### config.mk
export PLATFORM = sky130hd
export DESIGN_NAME = nsum_feeder_flat
export DESIGN_NICKNAME = d
export VERILOG_FILES = /design/src/rtl/nsum_pkg.sv /design/src/rtl/nsum_feeder_if.sv /design/src/rtl/nsum_req_fifo.sv /design/src/rtl/nsum_feeder.sv /design/src/flat_wrapper.sv
export SDC_FILE = /design/constraint.sdc
export NUM_CORES = 1
export LEC_CHECK = 0
export CAP_MARGIN = 25
export CORE_ASPECT_RATIO = 2
export CORE_MARGIN = 2
export CORE_UTILIZATION = 45
export DETAILED_ROUTE_END_ITERATION = 6
export PLACE_DENSITY_LB_ADDON = 0.12
export RECOVER_POWER = 25
export SYNTH_ARGS = -nofsm -noshare
export SYNTH_HDL_FRONTEND = slang
export SYNTH_HIERARCHICAL = 1
export SYNTH_SLANG_ARGS = --single-unit
export TNS_END_PERCENT = 10
### constraint.sdc
create_clock -name clk -period 2.6 [get_ports clk]
set_input_delay 0.26 -clock clk [delete_from_list [all_inputs] [get_ports clk]]
set_output_delay 0.26 -clock clk [all_outputs]
set_load 0.05 [all_outputs]
### src/rtl/nsum_pkg.sv
// Shared widths and FSM state type for the NSum feeder and the NSum stage.
package nsum_pkg;

  localparam int N_W   = 3;
  localparam int SUM_W = 4;
  localparam int CNT_W = 4;

  typedef enum logic [1:0] {
    IDLE,
    ISSUE,
    WAIT
  } state_e;

endpackage

### src/rtl/nsum_feeder_if.sv
// Request/issue bus between the producer, the feeder and the NSum stage.
interface nsum_feeder_if;
  import nsum_pkg::*;

  logic [N_W-1:0]   req_n;
  logic             req_valid;
  logic             req_ready;
  logic [N_W-1:0]   N;
  logic             N_valid;
  logic             sum_valid;
  logic             busy;
  logic [CNT_W-1:0] fifo_count;
  logic             timeout;

  modport master (
    output req_n, req_valid, sum_valid,
    input  req_ready, N, N_valid, busy, fifo_count, timeout
  );

  modport slave (
    input  req_n, req_valid, sum_valid,
    output req_ready, N, N_valid, busy, fifo_count, timeout
  );

endinterface

### src/rtl/nsum_req_fifo.sv
// Request FIFO: power-of-two depth, pointers wrap naturally, no pass-through when full.
module nsum_req_fifo
  import nsum_pkg::*;
#(
  parameter int DEPTH = 4,
  parameter int W     = N_W
) (
  input  logic             clk,
  input  logic             reset,
  input  logic             i_push,
  input  logic [W-1:0]     i_data,
  input  logic             i_pop,
  output logic [W-1:0]     o_head,
  output logic [CNT_W-1:0] o_count,
  output logic             o_full
);

  localparam int PW = (DEPTH > 1) ? $clog2(DEPTH) : 1;

  logic [W-1:0]     r_mem [DEPTH];
  logic [PW-1:0]    r_wr_ptr;
  logic [PW-1:0]    r_rd_ptr;
  logic [CNT_W-1:0] r_count;
  logic             w_push;
  logic             w_pop;

  assign o_full  = (r_count == CNT_W'(DEPTH));
  assign w_push  = i_push & ~o_full;
  assign w_pop   = i_pop & (r_count != '0);
  assign o_head  = r_mem[r_rd_ptr];
  assign o_count = r_count;

  always_ff @(posedge clk) begin
    if (w_push && !reset) begin
      r_mem[r_wr_ptr] <= i_data;
    end
  end

  always_ff @(posedge clk) begin
    if (reset) begin
      r_wr_ptr <= '0;
      r_rd_ptr <= '0;
      r_count  <= '0;
    end else begin
      if (w_push) r_wr_ptr <= r_wr_ptr + PW'(1);
      if (w_pop)  r_rd_ptr <= r_rd_ptr + PW'(1);
      case ({w_push, w_pop})
        2'b10:   r_count <= r_count + CNT_W'(1);
        2'b01:   r_count <= r_count - CNT_W'(1);
        default: r_count <= r_count;
      endcase
    end
  end

endmodule

### src/rtl/nsum_feeder.sv
// Feeds queued N requests to the NSum stage one at a time, with a completion timeout.
//   state | meaning
//   IDLE  | waiting for a queued request; pops the head into N when one exists
//   ISSUE | N_valid strobe for one cycle
//   WAIT  | waiting for sum_valid, aborted with a timeout pulse after TIMEOUT cycles
module nsum_feeder
  import nsum_pkg::*;
#(
  parameter int DEPTH   = 4,
  parameter int TIMEOUT = 16
) (
  input  logic         clk,
  input  logic         reset,
  nsum_feeder_if.slave bus
);

  localparam int WCW = $clog2(TIMEOUT + 1);

  state_e           r_state;
  state_e           w_state_nxt;
  logic [WCW-1:0]   r_wait_cnt;
  logic [N_W-1:0]   r_n;
  logic             w_pop;
  logic             w_full;
  logic             w_tc;
  logic [N_W-1:0]   w_head;
  logic [CNT_W-1:0] w_count;
  logic             w_n_valid;
  logic             w_busy;
  logic             w_timeout;

  assign w_pop = (r_state == IDLE) && (w_count != '0);
  assign w_tc  = (r_wait_cnt == WCW'(TIMEOUT - 1));

  nsum_req_fifo #(
    .DEPTH (DEPTH),
    .W     (N_W)
  ) u_fifo (
    .clk     (clk),
    .reset   (reset),
    .i_push  (bus.req_valid),
    .i_data  (bus.req_n),
    .i_pop   (w_pop),
    .o_head  (w_head),
    .o_count (w_count),
    .o_full  (w_full)
  );

  always_comb begin
    w_state_nxt = r_state;
    w_n_valid   = 1'b0;
    w_busy      = 1'b0;
    w_timeout   = 1'b0;
    case (r_state)
      IDLE: begin
        if (w_count != '0) w_state_nxt = ISSUE;
      end
      ISSUE: begin
        w_n_valid   = 1'b1;
        w_busy      = 1'b1;
        w_state_nxt = WAIT;
      end
      WAIT: begin
        w_busy = 1'b1;
        if (bus.sum_valid) begin
          w_state_nxt = IDLE;
        end else if (w_tc) begin
          // a reset landing on the final wait cycle discards the WAIT silently
          w_timeout   = ~reset;
          w_state_nxt = IDLE;
        end
      end
      default: w_state_nxt = IDLE;
    endcase
  end

  always_ff @(posedge clk) begin
    if (reset) r_state <= IDLE;
    else       r_state <= w_state_nxt;
  end

  always_ff @(posedge clk) begin
    if (reset)      r_n <= '0;
    else if (w_pop) r_n <= w_head;
  end

  always_ff @(posedge clk) begin
    if (reset)                 r_wait_cnt <= '0;
    else if (r_state == ISSUE) r_wait_cnt <= '0;
    else if (r_state == WAIT)  r_wait_cnt <= r_wait_cnt + WCW'(1);
  end

  assign bus.req_ready  = ~w_full;
  assign bus.N          = r_n;
  assign bus.N_valid    = w_n_valid;
  assign bus.busy       = w_busy;
  assign bus.fifo_count = w_count;
  assign bus.timeout    = w_timeout;

endmodule

### src/flat_wrapper.sv
// flat-port wrapper written by rule: the top's interface ports become plain ports
module nsum_feeder_flat import nsum_pkg::*;
#(
  parameter int DEPTH   = 4,
  parameter int TIMEOUT = 16
)
  (clk, reset, bus_req_n, bus_req_valid, bus_sum_valid, bus_req_ready, bus_N, bus_N_valid, bus_busy, bus_fifo_count, bus_timeout);
  nsum_feeder_if bus_i ();
  input  logic clk;
  input  logic reset;
  input wire logic [$bits(bus_i.req_n)-1:0] bus_req_n;
  input wire logic [$bits(bus_i.req_valid)-1:0] bus_req_valid;
  input wire logic [$bits(bus_i.sum_valid)-1:0] bus_sum_valid;
  output wire logic [$bits(bus_i.req_ready)-1:0] bus_req_ready;
  output wire logic [$bits(bus_i.N)-1:0] bus_N;
  output wire logic [$bits(bus_i.N_valid)-1:0] bus_N_valid;
  output wire logic [$bits(bus_i.busy)-1:0] bus_busy;
  output wire logic [$bits(bus_i.fifo_count)-1:0] bus_fifo_count;
  output wire logic [$bits(bus_i.timeout)-1:0] bus_timeout;
  assign bus_i.req_n = bus_req_n;
  assign bus_i.req_valid = bus_req_valid;
  assign bus_i.sum_valid = bus_sum_valid;
  assign bus_req_ready = bus_i.req_ready;
  assign bus_N = bus_i.N;
  assign bus_N_valid = bus_i.N_valid;
  assign bus_busy = bus_i.busy;
  assign bus_fifo_count = bus_i.fifo_count;
  assign bus_timeout = bus_i.timeout;
  nsum_feeder #(.DEPTH(DEPTH), .TIMEOUT(TIMEOUT)) u_core (.clk(clk), .reset(reset), .bus(bus_i));
endmodule
# Yosys cells after proc, flatten, opt, wreduce, memory -nomap -nowiden
# Memories as Yosys holds them, arrays and structs flattened. A register that Yosys moved wholly into a read port is not among the register bits.
# Index checks and enable logic that the tools add are counted.
word_totals:
  output_inout_bits: 11
  latch_bits: 0
  inputBits: 7
  ram_bits: 12
  n_memories: 1
  rom_bits: 0
  ff_bits: 15
memory_table:
  columns: ["memory", "words", "word_bits", "rd", "rd_ports_with_merged_regs", "wr", "line_no", "rtl"]
  rows:
  - ["u_core.u_fifo.r_mem", 4, 3, 1, 1, 1, "nsum_req_fifo.sv:20", "logic [W-1:0] r_mem [DEPTH];"]
classes:
  shift: 0
  mux: 12
  div: 0
  add_sub_neg: 5
  magnitude_cmp: 0
  reduce_logical: 9
  bitwise: 4
  multipliers: 0
  n_eq_ne: 8
op_table:
  columns: ["op", "n"]
  rows:
  - ["$pmux 4 s2", 1]
  - ["$mux 1", 7]
  - ["$mux 2", 3]
  - ["$pmux 2 s3", 1]
  - ["$add 5x1->5 const B", 1]
  - ["$eq 5x4->1 const B", 1]
  - ["$add 2x1->2 const B", 2]
  - ["$add 4x1->4 const B", 1]
  - ["$eq 2x1->1 const B", 2]
  - ["$eq 2x2->1 const B", 2]
  - ["$eq 4x3->1 const B", 1]
  - ["$reduce_bool 4->1", 1]
  - ["$reduce_or 2->1", 2]
  - ["$sub 4x1->4 const B", 1]
  - ["$ne 3x2->1 const B", 1]
  - ["$and 1x1->1", 2]
  - ["$logic_and 1x1->1", 2]
  - ["$logic_not 2->1", 1]
  - ["$ne 2x2->1 const B", 1]
  - ["$not 1->1", 2]
  - ["$reduce_and 2->1", 1]
  - ["$reduce_bool 2->1", 1]
  - ["$logic_not 1->1", 1]

# Longest topological paths before layout
# Gate-level depths: netlist (run 1).
depth:
  depth_word: 6
  ltp_mapped: 12

# Hierarchy
# The synthesis (run 1) kept the hierarchy.
by_module_without_submodules:
  columns: ["module", "area_each_um2", "cells_each", "n_inst"]
  rows:
  - ["nsum_req_fifo", 972.2, 74, 1]
  - ["nsum_feeder", 511.7, 52, 1]

# Worst setup path after synthesis (run 1)
# Ideal clock, no wire load.
synth_timing:
  path_kind: "register to register"
  startpoint: "register u_core.u_fifo.r_count[1], in the netlist u_core/u_fifo/o_count[1]"
  endpoint: "register u_core.u_fifo.r_count[3], in the netlist u_core/u_fifo/o_count[3]"
  setup_slack_ns: -0.127
  period_less_slack_ns: 2.727
  setup_time_ns: 0.071
  arrival_ns: 2.656
  path_buffers: 0
  path_stages_with_launch: 10
  required_ns: 2.529
  path_cell_list: "dfxtp_1 > o41ai_4 > inv_1 > o41a_2 > ha_1 > ha_1 > a21oi_1 > a21oi_1 > or4_1 > a21oi_1"
synth_between:
  elab_chain_cells: 5
synth_lines:
  columns: ["item", "line_no", "rtl"]
  rows:
  - ["from (decl)", "nsum_req_fifo.sv:23", "logic [CNT_W-1:0] r_count;"]
  - ["from (signal assigned)", "nsum_req_fifo.sv:48", "2'b10: r_count <= r_count + CNT_W'(1);"]
  - ["from (signal assigned)", "nsum_req_fifo.sv:49", "2'b01: r_count <= r_count - CNT_W'(1);"]
  - ["from (signal assigned)", "nsum_req_fifo.sv:50", "default: r_count <= r_count;"]
  - ["$reduce_bool 4->1 (*)", "nsum_feeder.sv:32", "assign w_pop = (r_state == IDLE) && (w_count != '0);"]
  - ["$logic_and 1x1->1 (*)", "nsum_feeder.sv:32", null]
  - ["named net u_core.w_pop", "nsum_feeder.sv:23", "logic w_pop;"]
  - ["$and 1x1->1 (*)", "nsum_req_fifo.sv:29", "assign w_pop = i_pop & (r_count != '0);"]
  - ["named net u_core.u_fifo.w_pop", "nsum_req_fifo.sv:25", "logic w_pop;"]
  - ["$eq 2x1->1 or $eq 2x2->1 (tied branches)", "nsum_req_fifo.sv:47", "case ({w_push, w_pop})"]
  - ["$pmux 4 s2 or $reduce_bool 2->1 (tied branches)", null, null]
# The timed path passes the listed nets; every way through them passes the cells marked *.
# A chain may end at the register's enable or synchronous reset.

# Worst setup path in the final report (run 1)
layout_timing:
  startpoint: "register u_core.u_fifo.r_count[2], in the netlist u_core/u_fifo/o_count[2]"
  endpoint: "register u_core.u_fifo.r_count[3], in the netlist u_core/u_fifo/o_count[3]"
layout_between:
  elab_chain_cells: 5
layout_lines:
  columns: ["item", "line_no"]
  rows:
  - ["$reduce_bool 4->1 (*)", "nsum_req_fifo.sv:29, nsum_feeder.sv:32"]
  - ["$logic_and 1x1->1", "nsum_feeder.sv:32"]
  - ["$and 1x1->1 (*)", "nsum_req_fifo.sv:29"]
  - ["named net u_core.u_fifo.w_pop", "nsum_req_fifo.sv:25"]
  - ["$eq 2x1->1 or $eq 2x2->1 (tied branches)", "nsum_req_fifo.sv:47"]
  - ["$pmux 4 s2 or $reduce_bool 2->1 (tied branches)", null]
# Marks and branches as above.

==> flow_summary.ini, run 1 <==
[routing]
wire_per_inst_um = 15.0
ant_nets = 0
drc = 0
first_iter_violations = 21
via_count = 968
wl_mm = 2.74
dr.pass1.iters = 6
viasPerCell = 5.29

[power_and_ir_drop]
max-vdd-ir-drop_uv = 821
power_density_mw_per_mm2 = 1140
finalPower_mw = 2.12
p_leak_nw = 0.711

[final_layout]
final_common_cell = dfxtp_1
layout-drive-gt1-share = 0.178
utilization = 0.587
fin_area_mm2 = 0.00185
nets = 171
n_fill_cell = 276
final_cells = 183
area_growth_pct = 25.0
layout_common_cells = dfxtp_1, nor2_1, clkdlybuf4s50_1
diodes = 0

[die]
io-pin-count = 18
fp-row-count = 29
die_w_um = 44.6
core_region_area_mm2 = 0.00316
dieArea_mm2 = 0.00380
chipHeight_um = 85.2
start_util = 0.470

[global_route]
grt_max_degree = 21
antenna_found_initial = 0
first_global_vias = 983
overflow = 0
grt_usage = 0.169
grt_pass1_wl_mm = 4.55

[hold_path]
hp-start = u_core/r_state[1]
hold_path.class = reg -> reg

[synth]
avgSynthCellArea_um2 = 11.8
synthArstFlopShare = 0
synth_area_mm2 = 0.00148
ys_ff_latch = 32
synth_top_area_share = 0.270
ys_seq_area_frac = 0.513
synth_top_area_cell = dfxtp_1
yosys-top-cells-area = dfxtp_1, edfxtp_1, ha_1
ys_warn_count = 6
synth_top_flop_cell = dfxtp_1
yosysUniqueCellTypes = 31
syn_inst = 126
synth_edf_count = 12
syn-num-nets = 146

[sta]
final_hold_viol_count = 0
slew_violations = 0
setup-violations-final = 0
tns_ns = 0
worst_slew_pin_slew_ns = 0.520
relSlewSlack = 0.652
fin_crit_sh = 0.951
post-route-min-period_ns = 2.47
hold_ws_ns = 0.493
fmax_ghz = 0.404
skew_ns = 0.00381
worst_slack_ns = 0.127

[place]
place_inst = 174
gp_congestion = 0.680
hpwl_mm = 2.12
port_buffers = 17
pre_cts_slack_ns = -0.0140
dpl_cell_area_mm2 = 0.00171

[clocking]
holdBufCountCts = 0
worstSkewPairLatency_ns = 0.28
cts_buffer_depth = 2
clock-sinks = 32
numCtsBuffers = 5
root_buffer = clkbuf_8
htree_levels = 2
cts_tree = built
clkTransAtPathRegs_ns = 0.07

[worst_setup_path]
required_ns = 2.81
cp_max_fo = 6
cp-end-kind = flop
critPathLaunchType = flop
cp-startpoint = u_core/u_fifo/o_count[2]
criticalPathCategory = reg -> reg
timing.rr.start = u_core/u_fifo/o_count[2]
arrival_ns = 2.68

[run]
max_cap_violations = 0

[run_status]
status = completed
final timing paths:
kind | end | slack (ns) | cells after the start
worst max-delay path | u_core/u_fifo/o_count[3] | 0.13 | 8
worst min register to register | u_core/r_state[1] | 0.49 | 2
worst min-delay path | u_core/r_state[1] | 0.49 | 2
worst max register to register | u_core/u_fifo/o_count[3] | 0.13 | 8
power by group:
group	internal, mW	leakage [nW]	switching (mW)	total [mW]
combinational	0.407	0.384	0.559	0.966
clock	0.283	0.0541	0.183	0.466
sequential	0.613	0.273	0.0708	0.684
total	1.30	0.711	0.813	2.12
synthesized netlist by cell type, drive strengths merged, types with 2 or more instances:
cell type,n
dfxtp,20
inv,10
ha,12
nand2b,3
nor3b,2
mux2i,6
xor2,5
nor3,4
xnor2,3
nand2,2
clkbuf,3
and3,2
and2,4
a21oi,6
mux4,3
nor2,16
edfxtp,12
critical path, stage by stage, from the launching register on:
cell	delay [ns]
dfxtp_2	0.34
buf_4	0.16
o41a_2	0.48
ha_1	0.28
ha_1	0.32
nand3_2	0.08
and3_1	0.18
or4_1	0.40
a21oi_1	0.15
cells by family (layout without fill, tap and decap cells):
kind of cell | Yosys count | in the layout | share of synthesized area
and+or+nand+nor | 39 | 39 | 0.142
AOI/OAI and AO/OA | 11 | 11 | 0.0616
muxes | 9 | 9 | 0.0860
adders and majority gates | 13 | 13 | 0.115
xor gates and xnor gates | 8 | 8 | 0.0472
DFF | 32 | 32 | 0.513
buffers and inverters | 14 | 40 | 0.0363
repair_timing:
item                                    4_1_cts  5_1_grt
resized for setup                             0        4
endpoints found under the setup margin        1        2
buffers inserted                              1        0
pin swaps                                     1        0
routing by layer:
layer | vias up | share of wire | track usage
met5 | - | 0 | 0
met3 | 7 | 0.035 | 0.0404
met1 | 458 | 0.33 | 0.158
met4 | 0 | 0.022 | 0.0826
met2 | 17 | 0.62 | 0.315
li1 | 486 | - | -
sequential cells by signal (all words and copies together) (netlist names), named ones only:
register,cells
u_core/bus.N,3
u_core/u_fifo/r_mem,12
u_core/u_fifo/o_count,4
u_core/r_wait_cnt,5
u_core/u_fifo/r_rd_ptr,2
u_core/r_state,2
u_core/u_fifo/r_wr_ptr,2
cell type report:
type | instances | area, um2 | area share
timing repair buffer | 22 | 205 | 0.111
clock inverter | 3 | 42.5 | 0.0229
clock buffer | 5 | 68.8 | 0.0371
multi-input combinational | 80 | 697 | 0.376
tap | 31 | 38.8 | 0.0209
inverter | 10 | 37.5 | 0.0202
sequential | 32 | 764 | 0.412
Note: power is estimated with default switching activity, not from simulation.
==> run 2, diff against run 1 <==
--- a/config.mk
+++ b/config.mk
@@ -9,6 +9,7 @@
 export CORE_ASPECT_RATIO = 2
 export CORE_MARGIN = 2
 export CORE_UTILIZATION = 45
+export CTS_BUF_LIST = sky130_fd_sc_hd__clkbuf_2
 export DETAILED_ROUTE_END_ITERATION = 6
 export PLACE_DENSITY_LB_ADDON = 0.12
 export RECOVER_POWER = 25
==> flow_summary.ini, run 2 (synthesized netlist as in run 1, its figures left out) <==
[clocking]
clkTransAtPathRegs_ns = 0.17
numCtsBuffers = 5
cts_tree = built
cts_buffer_depth = 2
clock-sinks = 32
htree_levels = 2
root_buffer = clkbuf_2
worstSkewPairLatency_ns = 0.36
holdBufCountCts = 0

[routing]
drc = 0
via_count = 970
wl_mm = 2.73
viasPerCell = 5.30
wire_per_inst_um = 14.9
first_iter_violations = 8
dr.pass1.iters = 4
ant_nets = 0

[place]
place_inst = 174
dpl_cell_area_mm2 = 0.00171
port_buffers = 17
gp_congestion = 0.680
pre_cts_slack_ns = -0.0140
hpwl_mm = 2.12

[final_layout]
nets = 171
utilization = 0.576
layout_common_cells = dfxtp_1, nor2_1, clkdlybuf4s50_1
largest-register = u_core/u_fifo/r_mem
multiInputGateArea_um2 = 706
n_fill_cell = 276
area_growth_pct = 22.6
register_area_um2 = 764
layout-drive-gt1-share = 0.178
largest_reg_flops = 12
fin_area_mm2 = 0.00182
diodes = 0
final_common_cell = dfxtp_1
final_cells = 183

[sta]
post-route-min-period_ns = 2.48
worst_slack_ns = 0.117
skew_ns = 0.00807
final_hold_viol_count = 0
relSlewSlack = 0.652
rsz0062_at_grt = false
fin_crit_sh = 0.955
fmax_ghz = 0.403
worst_slew_pin_slew_ns = 0.521
slew_violations = 0
tns_ns = 0
setup-violations-final = 0

[global_route]
overflow = 0
grt_pass1_wl_mm = 4.57
grt_max_degree = 21
first_global_vias = 990
antenna_found_initial = 0
grt_usage = 0.170

[worst_setup_path]
slowest_delay_ns = 0.42
cp_max_fo = 4
required_ns = 2.90
criticalPathCategory = reg -> reg
worstPathCellList = o41ai_4 -> inv_1 -> o41a_2 -> ha_1 -> ha_1 -> nand3_2 -> and3_1 -> or4_1 -> a21oi_1
arrival_ns = 2.79
cp-end-kind = flop
path_common_cell = ha_1
critPathLaunchType = flop
slowest_stage = dfxtp_1

[die]
dieArea_mm2 = 0.00380
die_w_um = 44.6
core_region_area_mm2 = 0.00316
chipHeight_um = 85.2
start_util = 0.470
io-pin-count = 18
fp-row-count = 29

[power_and_ir_drop]
max-vdd-ir-drop_uv = 590
power_density_mw_per_mm2 = 1090
p_leak_nw = 0.697

[run]
max_cap_violations = 0

[run_status]
status = completed

[hold_path]
hold_path.class = reg -> reg
run 2: cell types whose count changed in the layout (fill, tap and decap cells not counted):
cell      previous run  this run
clkbuf_2             0         5
clkbuf_8             5         0
nor4b_4              0         1
nor4b_2              1         0
run 2: per-stage QoR:
step	total power [mW]	hold slack, ns
after global placement	1.60	0.476
final	1.99	0.504
after detailed placement	1.62	0.491
after floorplan	1.36	0.359
after CTS	1.97	0.487
after global routing	2.11	0.495
run 2: area by class of cell:
type | count | area share
Timing Repair Buffer | 22 | 0.113
Clock buffer | 5 | 0.0138
Clock inverter | 3 | 0.0234
Inverter | 10 | 0.0206
Sequential cell | 32 | 0.420
Tap cell | 31 | 0.0213
Multi-Input combinational cell | 80 | 0.388
run 2: routing by layer:
layer / track usage / wire length [um] / up-vias
met5: 0 / 0 / -
met4: 0.0744 / 42 / 0
met3: 0.0468 / 87 / 4
met2: 0.319 / 1700 / 14
met1: 0.157 / 907 / 468
li1: - / - / 484
run 2: where the power goes:
group | internal (mW) | switching (mW) | total, mW
sequential | 0.612 | 0.0747 | 0.687
combinational | 0.410 | 0.560 | 0.971
clock | 0.161 | 0.170 | 0.331
total | 1.18 | 0.805 | 1.99
run 2: what timing repair did:
action / in CTS / in global routing
buffers inserted: 1 / 0
endpoints found under the setup margin: 1 / 1
resized for setup: 1 / 4
pin swaps: 1 / 0
run 2: path summary, 6_finish.rpt:
kind,cells after the start,start,to,slack (ns)
worst max-delay path,9,u_core/u_fifo/o_count[1],u_core/u_fifo/o_count[3],0.12
worst min-delay path,2,u_core/r_state[1],u_core/r_state[1],0.50
worst max register to register,9,u_core/u_fifo/o_count[1],u_core/u_fifo/o_count[3],0.12
worst min register to register,2,u_core/r_state[1],u_core/r_state[1],0.50
run 2: worst max-delay path, delay by kind of cell (launching register included):
| family | cells | cell delay [ns] |
|---|---|---|
| AOI/OAI and AO/OA | 3 | 0.67 |
| and+or+nand+nor | 3 | 0.67 |
| adders and majority gates | 2 | 0.60 |
| DFF | 1 | 0.42 |
| buffers and inverters | 1 | 0.07 |
==> run 3, diff against run 2 <==
--- a/config.mk
+++ b/config.mk
@@ -10,7 +10,9 @@
 export CORE_MARGIN = 2
 export CORE_UTILIZATION = 45
 export CTS_BUF_LIST = sky130_fd_sc_hd__clkbuf_2
+export CTS_CLUSTER_SIZE = 20
 export DETAILED_ROUTE_END_ITERATION = 6
+export DONT_BUFFER_PORTS = 1
 export PLACE_DENSITY_LB_ADDON = 0.12
 export RECOVER_POWER = 25
 export SYNTH_ARGS = -nofsm -noshare
==> flow_summary.ini, run 3 (synthesized netlist as in run 1, its figures left out) <==
[run_status]
status = completed

[sta]
post-route-min-period_ns = 2.45
fin_crit_sh = 0.943
skew_ns = 0.00977
worst_slew_pin_slew_ns = 0.713
relSlewSlack = 0.524
rsz0062_at_grt = false
hold_ws_ns = 0.0443
fmax_ghz = 0.408
slew_violations = 0
setup-violations-final = 0
worst_slack_ns = 0.148
tns_ns = 0
final_hold_viol_count = 0

[routing]
ant_nets = 0
wire_per_inst_um = 14.5
wl_mm = 2.48
viasPerCell = 5.50
dr.pass1.iters = 4
via_count = 941
drc = 0
first_iter_violations = 18

[worst_setup_path]
arrival_ns = 2.76
cp-startpoint = u_core/u_fifo/o_count[2]
cp_max_fo = 6
required_ns = 2.90
timing.rr.start = u_core/u_fifo/o_count[2]
critPathLaunchType = flop
criticalPathCategory = reg -> reg
cp-end-kind = flop

[global_route]
grt_max_degree = 19
first_global_vias = 972
grt_pass1_wl_mm = 4.26
grt_usage = 0.155
antenna_found_initial = 0
overflow = 0

[die]
die_w_um = 44.6
chipHeight_um = 85.2
io-pin-count = 18
core_region_area_mm2 = 0.00316
fp-row-count = 29
dieArea_mm2 = 0.00380
start_util = 0.470

[final_layout]
nets = 159
layout_common_cells = nor2_1, dfxtp_1, edfxtp_1
fin_area_mm2 = 0.00168
register_area_um2 = 769
diodes = 0
layout-drive-gt1-share = 0.207
final_common_cell = nor2_1
multiInputGateArea_um2 = 696
largest_reg_flops = 12
area_growth_pct = 12.9
largest-register = u_core/u_fifo/r_mem
n_fill_cell = 297
final_cells = 171

[clocking]
root_buffer = clkbuf_2
worstSkewPairLatency_ns = 0.37
cts_buffer_depth = 2
clkTransAtPathRegs_ns = 0.17
clock-sinks = 32
postCtsSetupRepairBufs = 0
numCtsBuffers = 5
htree_levels = 2
cts_tree = built

[power_and_ir_drop]
max-vdd-ir-drop_uv = 509
power_density_mw_per_mm2 = 1060
p_leak_nw = 0.639

[place]
gp_congestion = 0.765
hpwl_mm = 1.87
place_inst = 159
port_buffers = 0
pre_cts_slack_ns = 0.0608
dpl_cell_area_mm2 = 0.00156

[run]
max_cap_violations = 0

[hold_path]
hold_path.class = in -> reg
hp-start = reset
run 3: layout make-up:
cell class | instances | area share
well taps | 31 | 0.0232
inverters | 10 | 0.0224
multi-input cells | 80 | 0.415
clock buffers | 5 | 0.0149
repair buffers | 10 | 0.0508
flip-flops and latches | 32 | 0.459
clock inverters | 3 | 0.0142
run 3: layer usage:
metal,vias up,share of wire,track usage
met5,-,0,0
met4,0,0.022,0.0744
met2,19,0.58,0.285
met3,5,0.043,0.0489
met1,454,0.36,0.143
li1,463,-,-
run 3: stage by stage:
| step | power, mW | util |
|---|---|---|
| after CTS | 1.78 | 0.523 |
| after global placement | 1.50 | 0.495 |
| final | 1.78 | 0.531 |
| after global routing | 1.91 | 0.531 |
| after floorplan | 1.36 | - |
| after detailed placement | 1.52 | 0.495 |
run 3: worst paths after layout:
| path | to | slack, ns | cells after the start |
|---|---|---|---|
| min reg2reg | u_core/r_wait_cnt[4] | 0.51 | 2 |
| max reg2reg | u_core/u_fifo/o_count[3] | 0.15 | 9 |
| min | u_core/r_state[1] | 0.04 | 2 |
| max | u_core/u_fifo/o_count[3] | 0.15 | 9 |
run 3: critical path: stages, from the launching register on:
cell     delay [ns]
dfxtp_4        0.41
o41ai_4        0.37
inv_1          0.08
o41a_2         0.15
ha_1           0.27
ha_1           0.31
nand3_2        0.08
and3_1         0.18
or4_1          0.39
a21oi_1        0.14
run 3: repair_timing:
| action | in CTS | in global routing |
|---|---|---|
| hold buffers | 4 | 0 |
| setup endpoints to repair | 0 | 1 |
| endpoints found under the hold margin | 31 | 0 |
| gates resized for setup | 0 | 6 |
run 3: power breakdown:
| part | internal (mW) | switching, mW | total, mW | leakage, nW |
|---|---|---|---|---|
| registers | 0.617 | 0.164 | 0.781 | 0.274 |
| logic | 0.312 | 0.441 | 0.753 | 0.339 |
| clock network | 0.0670 | 0.179 | 0.246 | 0.0252 |
| total | 0.996 | 0.784 | 1.78 | 0.639 |
